--- config.mk ---
export PLATFORM = sky130hd
export DESIGN_NAME = disarm_session_ctrl_flat
export DESIGN_NICKNAME = d
export VERILOG_FILES = /design/src/rtl/disarm_session_ctrl_pkg.sv /design/src/rtl/disarm_session_ctrl_if.sv /design/src/rtl/disarm_session_ctrl_timer.sv /design/src/rtl/disarm_session_ctrl.sv /design/src/flat_wrapper.sv
export SDC_FILE = /design/constraint.sdc
export NUM_CORES = 1
export LEC_CHECK = 0
export BUFFER_PORTS_ARGS = -buffer_cell sky130_fd_sc_hd__buf_2
export CORE_MARGIN = 2
export CORE_UTILIZATION = 50
export CTS_CLUSTER_DIAMETER = 200
export CTS_CLUSTER_SIZE = 12
export DETAILED_ROUTE_END_ITERATION = 10
export PLACE_DENSITY = 0.76
export SKIP_LAST_GASP = 1
export SLEW_MARGIN = 30
export SYNTH_ARGS = -nofsm -noshare
export SYNTH_HDL_FRONTEND = slang
export SYNTH_HIERARCHICAL = 1
export SYNTH_SLANG_ARGS = --single-unit
--- constraint.sdc ---
create_clock -name clk -period 2.9 [get_ports clk]
set_input_delay 0.29 -clock clk [delete_from_list [all_inputs] [get_ports clk]]
set_output_delay 0.29 -clock clk [all_outputs]
set_load 0.01 [all_outputs]
--- src/rtl/disarm_session_ctrl_pkg.sv ---
// -----------------------------------------------------------------------------
// disarm_pkg
// Shared definitions for the alarm-disarm session controller:
//   - state_t   : session sequencer states
//   - OP_*      : arithmetic operation codes shared with the problem generator
//   - problem_t : one latched problem (operands, op, expected answer)
//   - FB_*      : fallback problem used when the generator does not respond
// -----------------------------------------------------------------------------
package disarm_pkg;

    typedef enum logic [2:0] {
        ST_IDLE     = 3'd0,
        ST_FETCH    = 3'd1,
        ST_WAIT_GEN = 3'd2,
        ST_PRESENT  = 3'd3,
        ST_JUDGE    = 3'd4,
        ST_DONE     = 3'd5
    } state_t;

    localparam logic [2:0] OP_ADD = 3'd0;
    localparam logic [2:0] OP_SUB = 3'd1;
    localparam logic [2:0] OP_MUL = 3'd2;
    localparam logic [2:0] OP_DIV = 3'd3;
    localparam logic [2:0] OP_MOD = 3'd4;

    typedef struct packed {
        logic [7:0] num1;
        logic [7:0] num2;
        logic [2:0] op;
        logic [7:0] answer;
    } problem_t;

    localparam logic [7:0] FB_NUM1 = 8'd23;
    localparam logic [7:0] FB_NUM2 = 8'd17;
    localparam logic [2:0] FB_OP   = OP_SUB;
    localparam logic [7:0] FB_ANS  = 8'd6;

    function automatic problem_t fallback_problem();
        problem_t p;
        p.num1   = FB_NUM1;
        p.num2   = FB_NUM2;
        p.op     = FB_OP;
        p.answer = FB_ANS;
        return p;
    endfunction

endpackage

--- src/rtl/disarm_session_ctrl_if.sv ---
// -----------------------------------------------------------------------------
// disarm_session_ctrl_if
// Bundles every non-clock/reset signal of the disarm session controller.
//   slave  : the controller (consumes trigger/tick/keypad/generator inputs,
//            drives generator request, buzzer, display and result pulses)
//   master : the environment (generator, keypad, 1 Hz source, display)
// -----------------------------------------------------------------------------
interface disarm_session_ctrl_if;

    // environment -> controller
    logic       alarm_trigger;
    logic       tick_1hz;
    logic       ans_valid;
    logic [7:0] ans_value;
    logic       gen_ready;
    logic [7:0] gen_answer;
    logic [7:0] gen_num1;
    logic [7:0] gen_num2;
    logic [2:0] gen_op;

    // controller -> environment
    logic       gen_req;
    logic       alarm_on;
    logic       prob_valid;
    logic [7:0] disp_num1;
    logic [7:0] disp_num2;
    logic [2:0] disp_op;
    logic [7:0] time_left;
    logic [3:0] streak;
    logic       result_ok;
    logic       result_bad;
    logic       disarmed;

    modport slave (
        input  alarm_trigger, tick_1hz, ans_valid, ans_value,
               gen_ready, gen_answer, gen_num1, gen_num2, gen_op,
        output gen_req, alarm_on, prob_valid, disp_num1, disp_num2, disp_op,
               time_left, streak, result_ok, result_bad, disarmed
    );

    modport master (
        output alarm_trigger, tick_1hz, ans_valid, ans_value,
               gen_ready, gen_answer, gen_num1, gen_num2, gen_op,
        input  gen_req, alarm_on, prob_valid, disp_num1, disp_num2, disp_op,
               time_left, streak, result_ok, result_bad, disarmed
    );

endinterface

--- src/rtl/disarm_session_ctrl_timer.sv ---
// -----------------------------------------------------------------------------
// problem_timer
// Per-problem countdown in seconds.
//   clk, rst     : clock, asynchronous active-high reset
//   i_load       : load TIME_LIMIT (problem becomes live)
//   i_run        : countdown enabled (problem live and not being answered)
//   i_tick       : 1 Hz strobe
//   o_time_left  : seconds remaining, saturates at 0
//   o_expired    : single-cycle pulse on the tick that takes 1 -> 0
// -----------------------------------------------------------------------------
module problem_timer #(
    parameter int TIME_LIMIT = 30
) (
    input  logic       clk,
    input  logic       rst,
    input  logic       i_load,
    input  logic       i_run,
    input  logic       i_tick,
    output logic [7:0] o_time_left,
    output logic       o_expired
);

    logic [7:0] r_time_left;

    // NOTE: sequential state always uses non-blocking (<=) so every register
    // samples pre-edge values regardless of statement order.
    always_ff @(posedge clk or posedge rst) begin
        if (rst) begin
            r_time_left <= 8'd0;
        end else if (i_load) begin
            r_time_left <= 8'(TIME_LIMIT);
        end else if (i_run && i_tick && (r_time_left != 8'd0)) begin
            r_time_left <= r_time_left - 8'd1;
        end
    end

    // Combinational so the sequencer can act on the very tick that empties
    // the counter; the sequencer registers the consequence.
    assign o_expired   = i_run && i_tick && (r_time_left == 8'd1);
    assign o_time_left = r_time_left;

endmodule

--- src/rtl/disarm_session_ctrl.sv ---
// -----------------------------------------------------------------------------
// disarm_session_ctrl
// Sequencer for one alarm-disarm session: fetch a problem from the generator
// (or fall back to 23 - 17 after GEN_WAIT_MAX cycles), show it, judge the
// keypad answer, and silence the alarm after REQ_CORRECT consecutive correct
// answers. A per-problem timeout counts as a wrong answer.
//   clk, rst : clock, asynchronous active-high reset
//   bus      : disarm_session_ctrl_if.slave (trigger, tick, keypad, generator
//              inputs; gen_req, alarm_on, display, result pulses outputs)
// All outputs are registered.
// -----------------------------------------------------------------------------
module disarm_session_ctrl
    import disarm_pkg::*;
#(
    parameter int REQ_CORRECT  = 3,
    parameter int TIME_LIMIT   = 30,
    parameter int GEN_WAIT_MAX = 255
) (
    input  logic                  clk,
    input  logic                  rst,
    disarm_session_ctrl_if.slave  bus
);

    localparam int WAIT_W = $clog2(GEN_WAIT_MAX + 1);

    state_t             r_state;
    logic               r_gen_ready_q;
    logic [WAIT_W-1:0]  r_wait_cnt;
    problem_t           r_prob;
    logic [7:0]         r_ans;
    logic [3:0]         r_streak;
    logic               r_gen_req;
    logic               r_alarm_on;
    logic               r_prob_valid;
    logic               r_result_ok;
    logic               r_result_bad;
    logic               r_disarmed;

    logic               w_ready_rise;
    logic               w_wait_done;
    logic               w_timer_load;
    logic               w_timer_run;
    logic [7:0]         w_time_left;
    logic               w_expired;

    // Only a fresh edge counts; a level left high from before is ignored.
    assign w_ready_rise = bus.gen_ready && !r_gen_ready_q;
    // The counter starts at 0 on the first WAIT_GEN cycle, so hitting
    // GEN_WAIT_MAX-1 means GEN_WAIT_MAX cycles have been spent waiting.
    assign w_wait_done  = (r_wait_cnt == WAIT_W'(GEN_WAIT_MAX - 1));

    assign w_timer_load = (r_state == ST_WAIT_GEN) && (w_ready_rise || w_wait_done);
    // An answer in the same cycle as the final tick wins: freeze the count.
    assign w_timer_run  = (r_state == ST_PRESENT) && !bus.ans_valid;

    problem_timer #(
        .TIME_LIMIT (TIME_LIMIT)
    ) u_timer (
        .clk         (clk),
        .rst         (rst),
        .i_load      (w_timer_load),
        .i_run       (w_timer_run),
        .i_tick      (bus.tick_1hz),
        .o_time_left (w_time_left),
        .o_expired   (w_expired)
    );

    always_ff @(posedge clk or posedge rst) begin
        if (rst) begin
            r_gen_ready_q <= 1'b0;
        end else begin
            r_gen_ready_q <= bus.gen_ready;
        end
    end

    always_ff @(posedge clk or posedge rst) begin
        if (rst) begin
            r_state      <= ST_IDLE;
            r_wait_cnt   <= '0;
            r_prob       <= '0;
            r_ans        <= 8'd0;
            r_streak     <= 4'd0;
            r_gen_req    <= 1'b0;
            r_alarm_on   <= 1'b0;
            r_prob_valid <= 1'b0;
            r_result_ok  <= 1'b0;
            r_result_bad <= 1'b0;
            r_disarmed   <= 1'b0;
        end else begin
            // Pulse outputs default low; states below raise them for one cycle.
            r_result_ok  <= 1'b0;
            r_result_bad <= 1'b0;
            r_disarmed   <= 1'b0;

            case (r_state)
                ST_IDLE: begin
                    if (bus.alarm_trigger) begin
                        r_state    <= ST_FETCH;
                        r_alarm_on <= 1'b1;
                        r_gen_req  <= 1'b1;
                    end
                end

                ST_FETCH: begin
                    r_wait_cnt <= '0;
                    r_state    <= ST_WAIT_GEN;
                end

                ST_WAIT_GEN: begin
                    if (w_ready_rise) begin
                        r_prob       <= '{num1:   bus.gen_num1,
                                          num2:   bus.gen_num2,
                                          op:     bus.gen_op,
                                          answer: bus.gen_answer};
                        r_state      <= ST_PRESENT;
                        r_gen_req    <= 1'b0;
                        r_prob_valid <= 1'b1;
                    end else if (w_wait_done) begin
                        r_prob       <= fallback_problem();
                        r_state      <= ST_PRESENT;
                        r_gen_req    <= 1'b0;
                        r_prob_valid <= 1'b1;
                    end else begin
                        r_wait_cnt <= r_wait_cnt + WAIT_W'(1);
                    end
                end

                ST_PRESENT: begin
                    if (bus.ans_valid) begin
                        r_ans        <= bus.ans_value;
                        r_state      <= ST_JUDGE;
                        r_prob_valid <= 1'b0;
                    end else if (w_expired) begin
                        r_result_bad <= 1'b1;
                        r_streak     <= 4'd0;
                        r_state      <= ST_FETCH;
                        r_gen_req    <= 1'b1;
                        r_prob_valid <= 1'b0;
                    end
                end

                ST_JUDGE: begin
                    if (r_ans == r_prob.answer) begin
                        r_result_ok <= 1'b1;
                        r_streak    <= r_streak + 4'd1;
                        if ((r_streak + 4'd1) == 4'(REQ_CORRECT)) begin
                            r_state <= ST_DONE;
                        end else begin
                            r_state   <= ST_FETCH;
                            r_gen_req <= 1'b1;
                        end
                    end else begin
                        r_result_bad <= 1'b1;
                        r_streak     <= 4'd0;
                        r_state      <= ST_FETCH;
                        r_gen_req    <= 1'b1;
                    end
                end

                ST_DONE: begin
                    r_disarmed <= 1'b1;
                    r_alarm_on <= 1'b0;
                    r_streak   <= 4'd0;
                    r_state    <= ST_IDLE;
                end

                default: begin
                    r_state <= ST_IDLE;
                end
            endcase
        end
    end

    assign bus.gen_req    = r_gen_req;
    assign bus.alarm_on   = r_alarm_on;
    assign bus.prob_valid = r_prob_valid;
    assign bus.disp_num1  = r_prob.num1;
    assign bus.disp_num2  = r_prob.num2;
    assign bus.disp_op    = r_prob.op;
    assign bus.time_left  = w_time_left;
    assign bus.streak     = r_streak;
    assign bus.result_ok  = r_result_ok;
    assign bus.result_bad = r_result_bad;
    assign bus.disarmed   = r_disarmed;

endmodule

--- src/flat_wrapper.sv ---
// flat-port wrapper written by rule: the top's interface ports become plain ports
module disarm_session_ctrl_flat import disarm_pkg::*;
#(
    parameter int REQ_CORRECT  = 3,
    parameter int TIME_LIMIT   = 30,
    parameter int GEN_WAIT_MAX = 255
)
  (clk, rst, bus_alarm_trigger, bus_tick_1hz, bus_ans_valid, bus_ans_value, bus_gen_ready, bus_gen_answer, bus_gen_num1, bus_gen_num2, bus_gen_op, bus_gen_req, bus_alarm_on, bus_prob_valid, bus_disp_num1, bus_disp_num2, bus_disp_op, bus_time_left, bus_streak, bus_result_ok, bus_result_bad, bus_disarmed);
  disarm_session_ctrl_if bus_i ();
  input  logic clk;
  input  logic rst;
  input wire logic [$bits(bus_i.alarm_trigger)-1:0] bus_alarm_trigger;
  input wire logic [$bits(bus_i.tick_1hz)-1:0] bus_tick_1hz;
  input wire logic [$bits(bus_i.ans_valid)-1:0] bus_ans_valid;
  input wire logic [$bits(bus_i.ans_value)-1:0] bus_ans_value;
  input wire logic [$bits(bus_i.gen_ready)-1:0] bus_gen_ready;
  input wire logic [$bits(bus_i.gen_answer)-1:0] bus_gen_answer;
  input wire logic [$bits(bus_i.gen_num1)-1:0] bus_gen_num1;
  input wire logic [$bits(bus_i.gen_num2)-1:0] bus_gen_num2;
  input wire logic [$bits(bus_i.gen_op)-1:0] bus_gen_op;
  output wire logic [$bits(bus_i.gen_req)-1:0] bus_gen_req;
  output wire logic [$bits(bus_i.alarm_on)-1:0] bus_alarm_on;
  output wire logic [$bits(bus_i.prob_valid)-1:0] bus_prob_valid;
  output wire logic [$bits(bus_i.disp_num1)-1:0] bus_disp_num1;
  output wire logic [$bits(bus_i.disp_num2)-1:0] bus_disp_num2;
  output wire logic [$bits(bus_i.disp_op)-1:0] bus_disp_op;
  output wire logic [$bits(bus_i.time_left)-1:0] bus_time_left;
  output wire logic [$bits(bus_i.streak)-1:0] bus_streak;
  output wire logic [$bits(bus_i.result_ok)-1:0] bus_result_ok;
  output wire logic [$bits(bus_i.result_bad)-1:0] bus_result_bad;
  output wire logic [$bits(bus_i.disarmed)-1:0] bus_disarmed;
  assign bus_i.alarm_trigger = bus_alarm_trigger;
  assign bus_i.tick_1hz = bus_tick_1hz;
  assign bus_i.ans_valid = bus_ans_valid;
  assign bus_i.ans_value = bus_ans_value;
  assign bus_i.gen_ready = bus_gen_ready;
  assign bus_i.gen_answer = bus_gen_answer;
  assign bus_i.gen_num1 = bus_gen_num1;
  assign bus_i.gen_num2 = bus_gen_num2;
  assign bus_i.gen_op = bus_gen_op;
  assign bus_gen_req = bus_i.gen_req;
  assign bus_alarm_on = bus_i.alarm_on;
  assign bus_prob_valid = bus_i.prob_valid;
  assign bus_disp_num1 = bus_i.disp_num1;
  assign bus_disp_num2 = bus_i.disp_num2;
  assign bus_disp_op = bus_i.disp_op;
  assign bus_time_left = bus_i.time_left;
  assign bus_streak = bus_i.streak;
  assign bus_result_ok = bus_i.result_ok;
  assign bus_result_bad = bus_i.result_bad;
  assign bus_disarmed = bus_i.disarmed;
  disarm_session_ctrl #(.REQ_CORRECT(REQ_CORRECT), .TIME_LIMIT(TIME_LIMIT), .GEN_WAIT_MAX(GEN_WAIT_MAX)) u_core (.clk(clk), .rst(rst), .bus(bus_i));
endmodule
# Word-level counts from Yosys, hierarchy flattened
# Index checks and enable logic that the tools add are counted.
totals:
  register_bits: 65
  output_inout_bits: 37
  elab_cells: 102
classes:
  mux: 40
  n_addsub: 3
  n_reduce_logical: 26
  eq_ne: 17
op_table:
  columns: ["op", "count"]
  rows:
  - ["27-bit two-way mux", 2]
  - ["8-bit two-way mux", 4]
  - ["3-bit two-way mux", 7]
  - ["1-bit two-way mux", 17]
  - ["8-bit case mux with 2 select lines", 1]
  - ["3-bit case mux with 5 select lines", 1]
  - ["4-bit two-way mux", 3]
  - ["4-bit case mux with 3 select lines", 1]
  - ["3-bit AND reduction", 4]
  - ["2-bit != test (second input constant)", 5]
  - ["2-bit nonzero test", 5]
  - ["8-bit by 1-bit adder with 8-bit output (second input constant)", 1]
  - ["8-bit by 1-bit == test with 1-bit output (second input constant)", 1]
  - ["8-bit == test", 1]
  - ["8-bit == test (second input constant)", 1]
  - ["8-bit nonzero test", 1]
  - ["8-bit by 1-bit subtractor with 8-bit output (second input constant)", 1]
  - ["3-bit by 2-bit == test with 1-bit output (second input constant)", 2]
  - ["3-bit == test (second input constant)", 2]
  - ["1-bit logical AND", 6]
  - ["3-bit != test (second input constant)", 2]
  - ["1-bit case mux with 2 select lines", 3]
  - ["2-bit AND reduction", 3]
  - ["6-bit AND reduction", 1]
  - ["10 further kinds", 11]

# Depth between registers and ports, before layout
# Gate-level depths: netlist of the first run.
logic_depth:
  word_depth: 7
  depth_mapped: 10
  ltp_nobuf: 8

# By module
# The synthesis of the first run kept the hierarchy.
modules_own_cells:
  columns: ["module", "seq_area_each_um2", "area_per_inst_um2", "cells_per_inst", "n_inst"]
  rows:
  - ["disarm_session_ctrl", 1426.4, 2593.7, 223, 1]
  - ["problem_timer", 200.2, 509.2, 49, 1]

# Least setup slack after synthesis of the first run
# OpenSTA, ideal clock, no wires.
synth_path:
  kind: "register to register"
  startpoint: "reg u_core.u_timer.r_time_left[4], in the netlist u_core/u_timer/o_time_left[4]"
  endpoint: "reg u_core.r_streak[2], in the netlist u_core/bus.streak[2]"
  required_time_ns: 2.782
  stages_incl_launch_ff: 8
  slack_ns: 0.844
  arrival_ns: 1.938
  path_cell_list: "dfrtp_1 -> or4_4 -> nor2_1 -> and4b_1 -> nand2_1 -> o21a_1 -> o21bai_1 -> a21o_1"
synth_via:
  elab_chain_len: 4
synth_lines:
  columns: ["item", "line", "source"]
  rows:
  - ["start, declared", "disarm_session_ctrl_timer.sv:23", "logic [7:0] r_time_left;"]
  - ["start signal, assigned", "disarm_session_ctrl_timer.sv:31", "r_time_left <= 8'(TIME_LIMIT);"]
  - ["start signal, assigned", "disarm_session_ctrl_timer.sv:33", "r_time_left <= r_time_left - 8'd1;"]
  - ["8-bit by 1-bit == test with 1-bit output", "disarm_session_ctrl_timer.sv:39", "assign o_expired = i_run && i_tick && (r_time_left == 8'd1);"]
  - ["1-bit logical AND", "disarm_session_ctrl_timer.sv:39", null]
  - ["named net u_core.w_expired", "disarm_session_ctrl.sv:44", "logic w_expired;"]
  - ["2-bit != test (no line)", null, null]
  - ["3-bit AND reduction (no line)", null, null]
  - ["end signal, assigned", "disarm_session_ctrl.sv:145", "r_streak <= r_streak + 4'd1;"]
  - ["end, declared", "disarm_session_ctrl.sv:31", "logic [3:0] r_streak;"]
# The timed path passes the listed nets, and every way through them passes these cells.
# A chain may end at the register's enable or synchronous reset.

# Worst setup path in the final report of the first run
# Ends and elaborated chain as after synthesis.

==> results of run 1 <==
## routing by layer
metal	part of all wire (%)	routed length (µm)	GRT usage, %	up-vias
met1	45	2813	26.46	1082
li1	-	-	-	1080
met4	1.3	82	6.885	0
met2	49	3105	33.15	53
met5	0	0	0	-
met3	4.8	305	5.303	9
## synth_stat cells, types with 3 or more instances
cell and instances:
nand4_1 6, clkbuf_1 3, a21oi_1 6, nand3_1 7, o22a_1 9, buf_4 20
nand2_1 15, a22o_1 18, xor2_1 8, dfrtp_1 65, inv_1 10, nor2_1 18
nor3_1 6, mux2_2 8, o21ai_0 8, ha_1 7, xnor2_1 12
## placed cells by master (no fill, tap or decap), types with 2 or more instances in the layout
cell type | netlist | layout
inv_2 | 2 | 3
nand4_1 | 6 | 6
o211ai_1 | 2 | 2
clkinv_2 | 0 | 2
o21ai_0 | 8 | 8
dfrtp_1 | 65 | 65
o22a_1 | 9 | 9
a22o_1 | 18 | 18
inv_1 | 10 | 9
and4bb_2 | 2 | 2
nand3_1 | 7 | 7
mux2_2 | 8 | 8
bufinv_16 | 0 | 2
xnor2_1 | 12 | 12
clkinv_4 | 0 | 2
clkbuf_8 | 0 | 9
and2_1 | 2 | 2
nor3_1 | 6 | 6
nand2_1 | 15 | 15
o21a_1 | 2 | 2
xor2_1 | 8 | 8
buf_4 | 20 | 3
nor2_1 | 18 | 18
o211a_1 | 2 | 2
buf_2 | 2 | 77
nand2b_1 | 2 | 2
ha_1 | 7 | 7
a21oi_1 | 6 | 6
## worst min-delay path by stage
stage / startpoint / to
finish: bus_gen_ready / u_core/r_gen_ready_q$_DFF_PP0_
global route: bus_gen_ready / u_core/r_gen_ready_q$_DFF_PP0_
CTS: bus_gen_ready / u_core/r_gen_ready_q$_DFF_PP0_
detailed placement: rst / u_core/u_timer/o_time_left[4]$_DFFE_PP0P_
global placement: rst / u_core/u_timer/o_time_left[4]$_DFFE_PP0P_
floorplan: rst / u_core/u_timer/o_time_left[0]$_DFFE_PP0P_
## logic make-up (layout without fill, tap and decap cells)
logic type,Yosys count,in the layout
AND/OR/NAND/NOR,73,73
flip-flops,65,65
AO/OA/AOI/OAI,59,59
buffers and inverters,39,109
XOR/XNOR,20,20
multiplexers,9,9
adder cells (fa/ha/maj),7,7
## sequential cells by signal, summed over array words and instances (netlist names)
register	count
u_core/bus.result_bad	1
u_core/r_prob	8
u_core/bus.disp_num1	8
u_core/bus.streak	4
u_core/bus.disp_op	3
u_core/r_state	3
u_core/r_ans	8
u_core/bus.gen_req	1
u_core/bus.disarmed	1
u_core/u_timer/o_time_left	8
u_core/bus.disp_num2	8
u_core/bus.alarm_on	1
u_core/bus.prob_valid	1
u_core/bus.result_ok	1
u_core/r_gen_ready_q	1
u_core/r_wait_cnt	8
## repair_timing
item / 4_1_cts / 5_1_grt
buffers inserted: 0 / 0
hold buffers: 1 / 0
endpoints found under the hold margin: 29 / 0
## cell type report
cell class / count / area [µm²]
clock inverters: 7 / 95.09
well taps: 75 / 93.84
inverters: 12 / 45.04
fillers: 510 / 2308
flip-flops and latches: 65 / 1627
clock buffers: 9 / 123.9
multi-input cells: 168 / 1245
repair buffers: 81 / 417.9
## critical path, delay by kind of cell, from the launching register on
| family | cells | cell delay [ns] |
|---|---|---|
| flip-flops | 1 | 0.43 |
| AO/OA/AOI/OAI | 3 | 0.50 |
| AND/OR/NAND/NOR | 4 | 1.18 |
## through the flow
step | instance area (µm²) | utilization [%]
global placement | 3418 | 57.39
global route | 3647 | 61.24
CTS | 3647 | 61.24
finish | 3647 | 61.24
detailed placement | 3418 | 57.39
floorplan | 3103 | -
## power by group
group	internal, mW	total, mW	switching [mW]
Sequential	1.24	1.53	0.288
Clock	0.483	0.840	0.357
Combinational	0.612	1.21	0.600
==> impl_metrics.ini, run 1 <==
[critical_path]
critPathLaunch = u_core/u_timer/o_time_left[4]$_DFFE_PP0P_
timing.rr.end = u_core/bus.streak[2]$_DFFE_PP0P_
worst-path-max-fanout = 6
critical_path_class = register to register
worstPathRequired_ns = 3.13
crit_chain = or4_4 > nor2_1 > and4b_1 > nand2_1 > o21a_1 > o21bai_1 > a21o_1
crit_slowest_cell = or4_4
end_kind = register
cp-start-kind = register
reg2reg_from = u_core/u_timer/o_time_left[4]$_DFFE_PP0P_
reg2regPathDepth = 7
endpoint = u_core/bus.streak[2]$_DFFE_PP0P_
critPathMaxStageDelay_ns = 0.60
reg2reg_slack_ns = 0.69
critical_path_arrival_ns = 2.44

[finish]
fin_nets = 385
final_cells = 417
n_antenna_cell = 0
area_growth_pct = 17.54
drive_above_1_share_pct = 34.80

[sta]
fin_hold_ws_ns = 0.07971
slew_headroom_pct = 61.50
hold_viol = 0
finalSetupViolCount = 0
finalCritPeriodShare_pct = 76.27
final.setup.worst_slack_ns = 0.6882
rsz0062_at_grt = false
max_slew.worst_pin.slew_ns = 0.5776
fin_crit_ns = 2.212
fmax_mhz = 452.1
setup-tns-final_ns = 0
slew_violations = 0
finClkSkew_ns = 0.009732

[yosys]
seq_area_frac_synth_pct = 52.42
syn_inst = 272
syn_area_um2 = 3103
ys_types = 55
synth_edf_count = 0
synth_seq_cells = 65
synth_top_family_by_area = compound AO/OA/AOI/OAI gates
syn_avg_cell_area_um2 = 11.41
synth_async_sr_flop_share_pct = 100.0
ys_top_cells_by_area = dfrtp_1 52%, a22o_1 5.1%, buf_4 4.8%, xnor2_1 3.4%, mux2_2 2.9%
synthXorXnorAreaFrac_pct = 5.645
synth_top_area_share_pct = 52.42
ys_warn_count = 6
synth_ff_type = dfrtp_1
muxShareOfSynthArea_pct = 3.226
synth_nets = 320
synthAdderAreaFrac_pct = 2.823
synth-simple-area-share_pct = 13.35
synth_compound_area_share_pct = 15.08
synth_largest_area_cell = dfrtp_1

[die]
fp-row-count = 28
die_h_um = 82.78
io_pins = 78
die_area_um2 = 6852
core-area_um2 = 5956
start_util_pct = 52.10
die_w_um = 82.78

[cts]
root_buffer = clkbuf_8
htree_levels = 3
clock_latency_ns = 0.34
clock_path_buffers = 2
path_clk_slew_ns = 0.07
cts_made_buffers = 9
cts_resized = 0
cts_tree = built
clock-sinks = 65

[power_and_ir_drop]
power_density_nw_per_um2 = 982.0
power_mw = 3.582
worst_ir_drop_vdd_uv = 541.2
p_leak_nw = 1.753

[detailed_routing]
wl_per_cell_um = 15.12
postRouteWirelength_um = 6307
remaining_drc_errors = 0
first_iter_violations = 139
routed-via-count = 2224
viasPerCell = 5.333
dr.pass1.iters = 4
ant_nets = 0

[global_routing]
overflow = 0
antenna_found_initial = 0
grt_usage_pct = 20.33
grt_max_degree = 37
grt_pass1_wl_um = 10370
grt_pass1_vias = 2203

[placement]
dp_cells = 400
gp_congestion = 0.8670
portBuffers = 77
hpwl_um = 4627
dp_slack_ns = 0.7178

[status]
status = complete, no violations

[worst_hold_path]
worst_hold_path_type = input pin to register
hold_depth = 1

[flow_run]
maxCapViolCount = 0
Note: power is estimated with default switching activity, not from simulation.
==> run 2: changes to the inputs <==
--- a/config.mk
+++ b/config.mk
@@ -7,7 +7,7 @@
 export LEC_CHECK = 0
 export BUFFER_PORTS_ARGS = -buffer_cell sky130_fd_sc_hd__buf_2
 export CORE_MARGIN = 2
-export CORE_UTILIZATION = 50
+export CORE_UTILIZATION = 48
 export CTS_CLUSTER_DIAMETER = 200
 export CTS_CLUSTER_SIZE = 12
 export DETAILED_ROUTE_END_ITERATION = 10
==> constraint.sdc (replaced) <==
create_clock -name clk -period 1.9 [get_ports clk]
set_input_delay 0.19 -clock clk [delete_from_list [all_inputs] [get_ports clk]]
set_output_delay 0.19 -clock clk [all_outputs]
set_load 0.01 [all_outputs]
==> impl_metrics.ini, run 2 (synthesized netlist as in run 1, its figures left out) <==
[status]
status = complete, no violations

[die]
start_util_pct = 49.15
die_area_um2 = 7123
fp-row-count = 29
io_pins = 78
die_w_um = 84.40
die_h_um = 84.40
core-area_um2 = 6314

[sta]
finClkSkew_ns = 0.005534
max_slew.worst_pin.slew_ns = 0.5461
slew_headroom_pct = 63.59
finalSetupViolCount = 0
final.setup.worst_slack_ns = 0.02159
fin_crit_ns = 1.878
slew_violations = 0
fmax_mhz = 532.4
hold_viol = 0
finalCritPeriodShare_pct = 98.86
rsz0062_at_grt = true

[critical_path]
worst-path-max-fanout = 2
reg2regPathDepth = 7
cp-start-kind = register
critical_path_arrival_ns = 2.11
critical_path_class = register to register
worstPathRequired_ns = 2.13
end_kind = register

[cts]
cts_made_buffers = 9
root_buffer = clkbuf_8
clock_path_buffers = 2
post_cts_buffers = 0
path_clk_slew_ns = 0.07
cts_tree = built
htree_levels = 3
clock_latency_ns = 0.34
clock-sinks = 65

[finish]
area_growth_pct = 23.59
final_common_cell = buf_2
n_fill_cell = 561
seq_area_um2 = 1628
final_cell_mix = 77 x buf_2, 64 x dfrtp_1, 19 x buf_4, 18 x a22o_1, 17 x nor2_1
multiInputGateArea_um2 = 1266
stdcell_area_um2 = 3835
n_antenna_cell = 0
final_cells = 437
fin_nets = 403
drive_above_1_share_pct = 38.61

[global_routing]
grt_usage_pct = 19.54
antenna_found_initial = 0
grt_pass1_wl_um = 10880
grt_pass1_vias = 2328
grt_max_degree = 58
overflow = 0

[placement]
gp_congestion = 0.8313
place_area_um2 = 3570
dp_cells = 419
dp_slack_ns = 0.01993
hpwl_um = 4659
portBuffers = 77

[detailed_routing]
routed-wl-met2_um = 3243
drt-met1-wl_um = 2795
top_layer = met4
ant_nets = 0
dr.pass1.iters = 4
route.met3.wl_um = 283
postRouteWirelength_um = 6437
wl_per_cell_um = 14.73
first_iter_violations = 140
remaining_drc_errors = 0
viasPerCell = 5.204
routed-via-count = 2274

[power_and_ir_drop]
power_density_nw_per_um2 = 1479
worst_ir_drop_vdd_uv = 799.1
p_leak_nw = 1.851

[worst_hold_path]
worst_hold_path_type = input pin to register
hold_depth = 2

[flow_run]
maxCapViolCount = 0
## run 2: cell types whose count changed in the layout (fill, tap and decap cells not counted), sizes merged
cell and change:
buf +17, clkinv -2, dlygate4sd3 +1, clkbuf +2
## run 2: layout make-up
type	instances	area share, %
flip-flops and latches	65	42.45
multi-input cells	168	33.02
clock buffers	11	3.948
inverters	12	1.240
clock inverters	5	2.023
repair buffers	99	14.81
well taps	77	2.512
## run 2: repair_timing
item | CTS | global route
setup endpoints to repair | 1 | 8
hold endpoints to repair | 66 | 0
hold buffers | 2 | 0
gates resized for setup | 0 | 4
pin swaps | 1 | 0
## run 2: worst max-delay path: stages, from the launching register on
cell and delay [ns]:
dfrtp_1 0.39, or4_4 0.56, nor2_4 0.10, and4b_1 0.21, nand2_1 0.07, o21a_1 0.12
o21bai_1 0.16, a21o_1 0.17
## run 2: report_power, final
| group | switching (mW) | leakage, nW | total [mW] | internal (mW) |
|---|---|---|---|---|
| sequential | 0.360 | 0.797 | 2.26 | 1.90 |
| combinational | 1.02 | 0.939 | 2.08 | 1.07 |
| clock | 0.524 | 0.115 | 1.33 | 0.805 |
| total | 1.90 | 1.85 | 5.67 | 3.77 |
## run 2: path summary, 6_finish.rpt
kind                                                           start  slack [ns]                                         to
max                        u_core/u_timer/o_time_left[4]$_DFFE_PP0P_        0.02           u_core/bus.streak[2]$_DFFE_PP0P_
min                                                  bus_gen_num2[0]        0.06        u_core/bus.disp_num2[0]$_DFFE_PP0P_
max reg2reg                u_core/u_timer/o_time_left[4]$_DFFE_PP0P_        0.02           u_core/bus.streak[2]$_DFFE_PP0P_
min reg2reg                           u_core/bus.gen_req$_DFFE_PP0P_        0.49             u_core/bus.gen_req$_DFFE_PP0P_
max in group asynchronous                                        rst        1.20        u_core/bus.disp_num2[6]$_DFFE_PP0P_
min in group asynchronous                                        rst        0.36  u_core/u_timer/o_time_left[5]$_DFFE_PP0P_
## run 2: metrics by stage
step	utilization [%]	power, mW	hold WS, ns	TNS [ns]
finish	60.74	5.672	0.05606	0
global route	60.74	6.043	0.03648	-0.09506
CTS	60.48	5.700	0.03905	0
detailed placement	56.54	4.341	0.1797	0
global placement	56.54	4.261	0.1718	0
floorplan	-	3.854	0.005590	-0.09992
## run 2: per-layer routing
layer / vias up / GRT usage [%]
met2: 47 / 32.03
li1: 1113 / -
met1: 1103 / 23.89
met5: - / 0
met3: 11 / 6.490
met4: 0 / 7.937
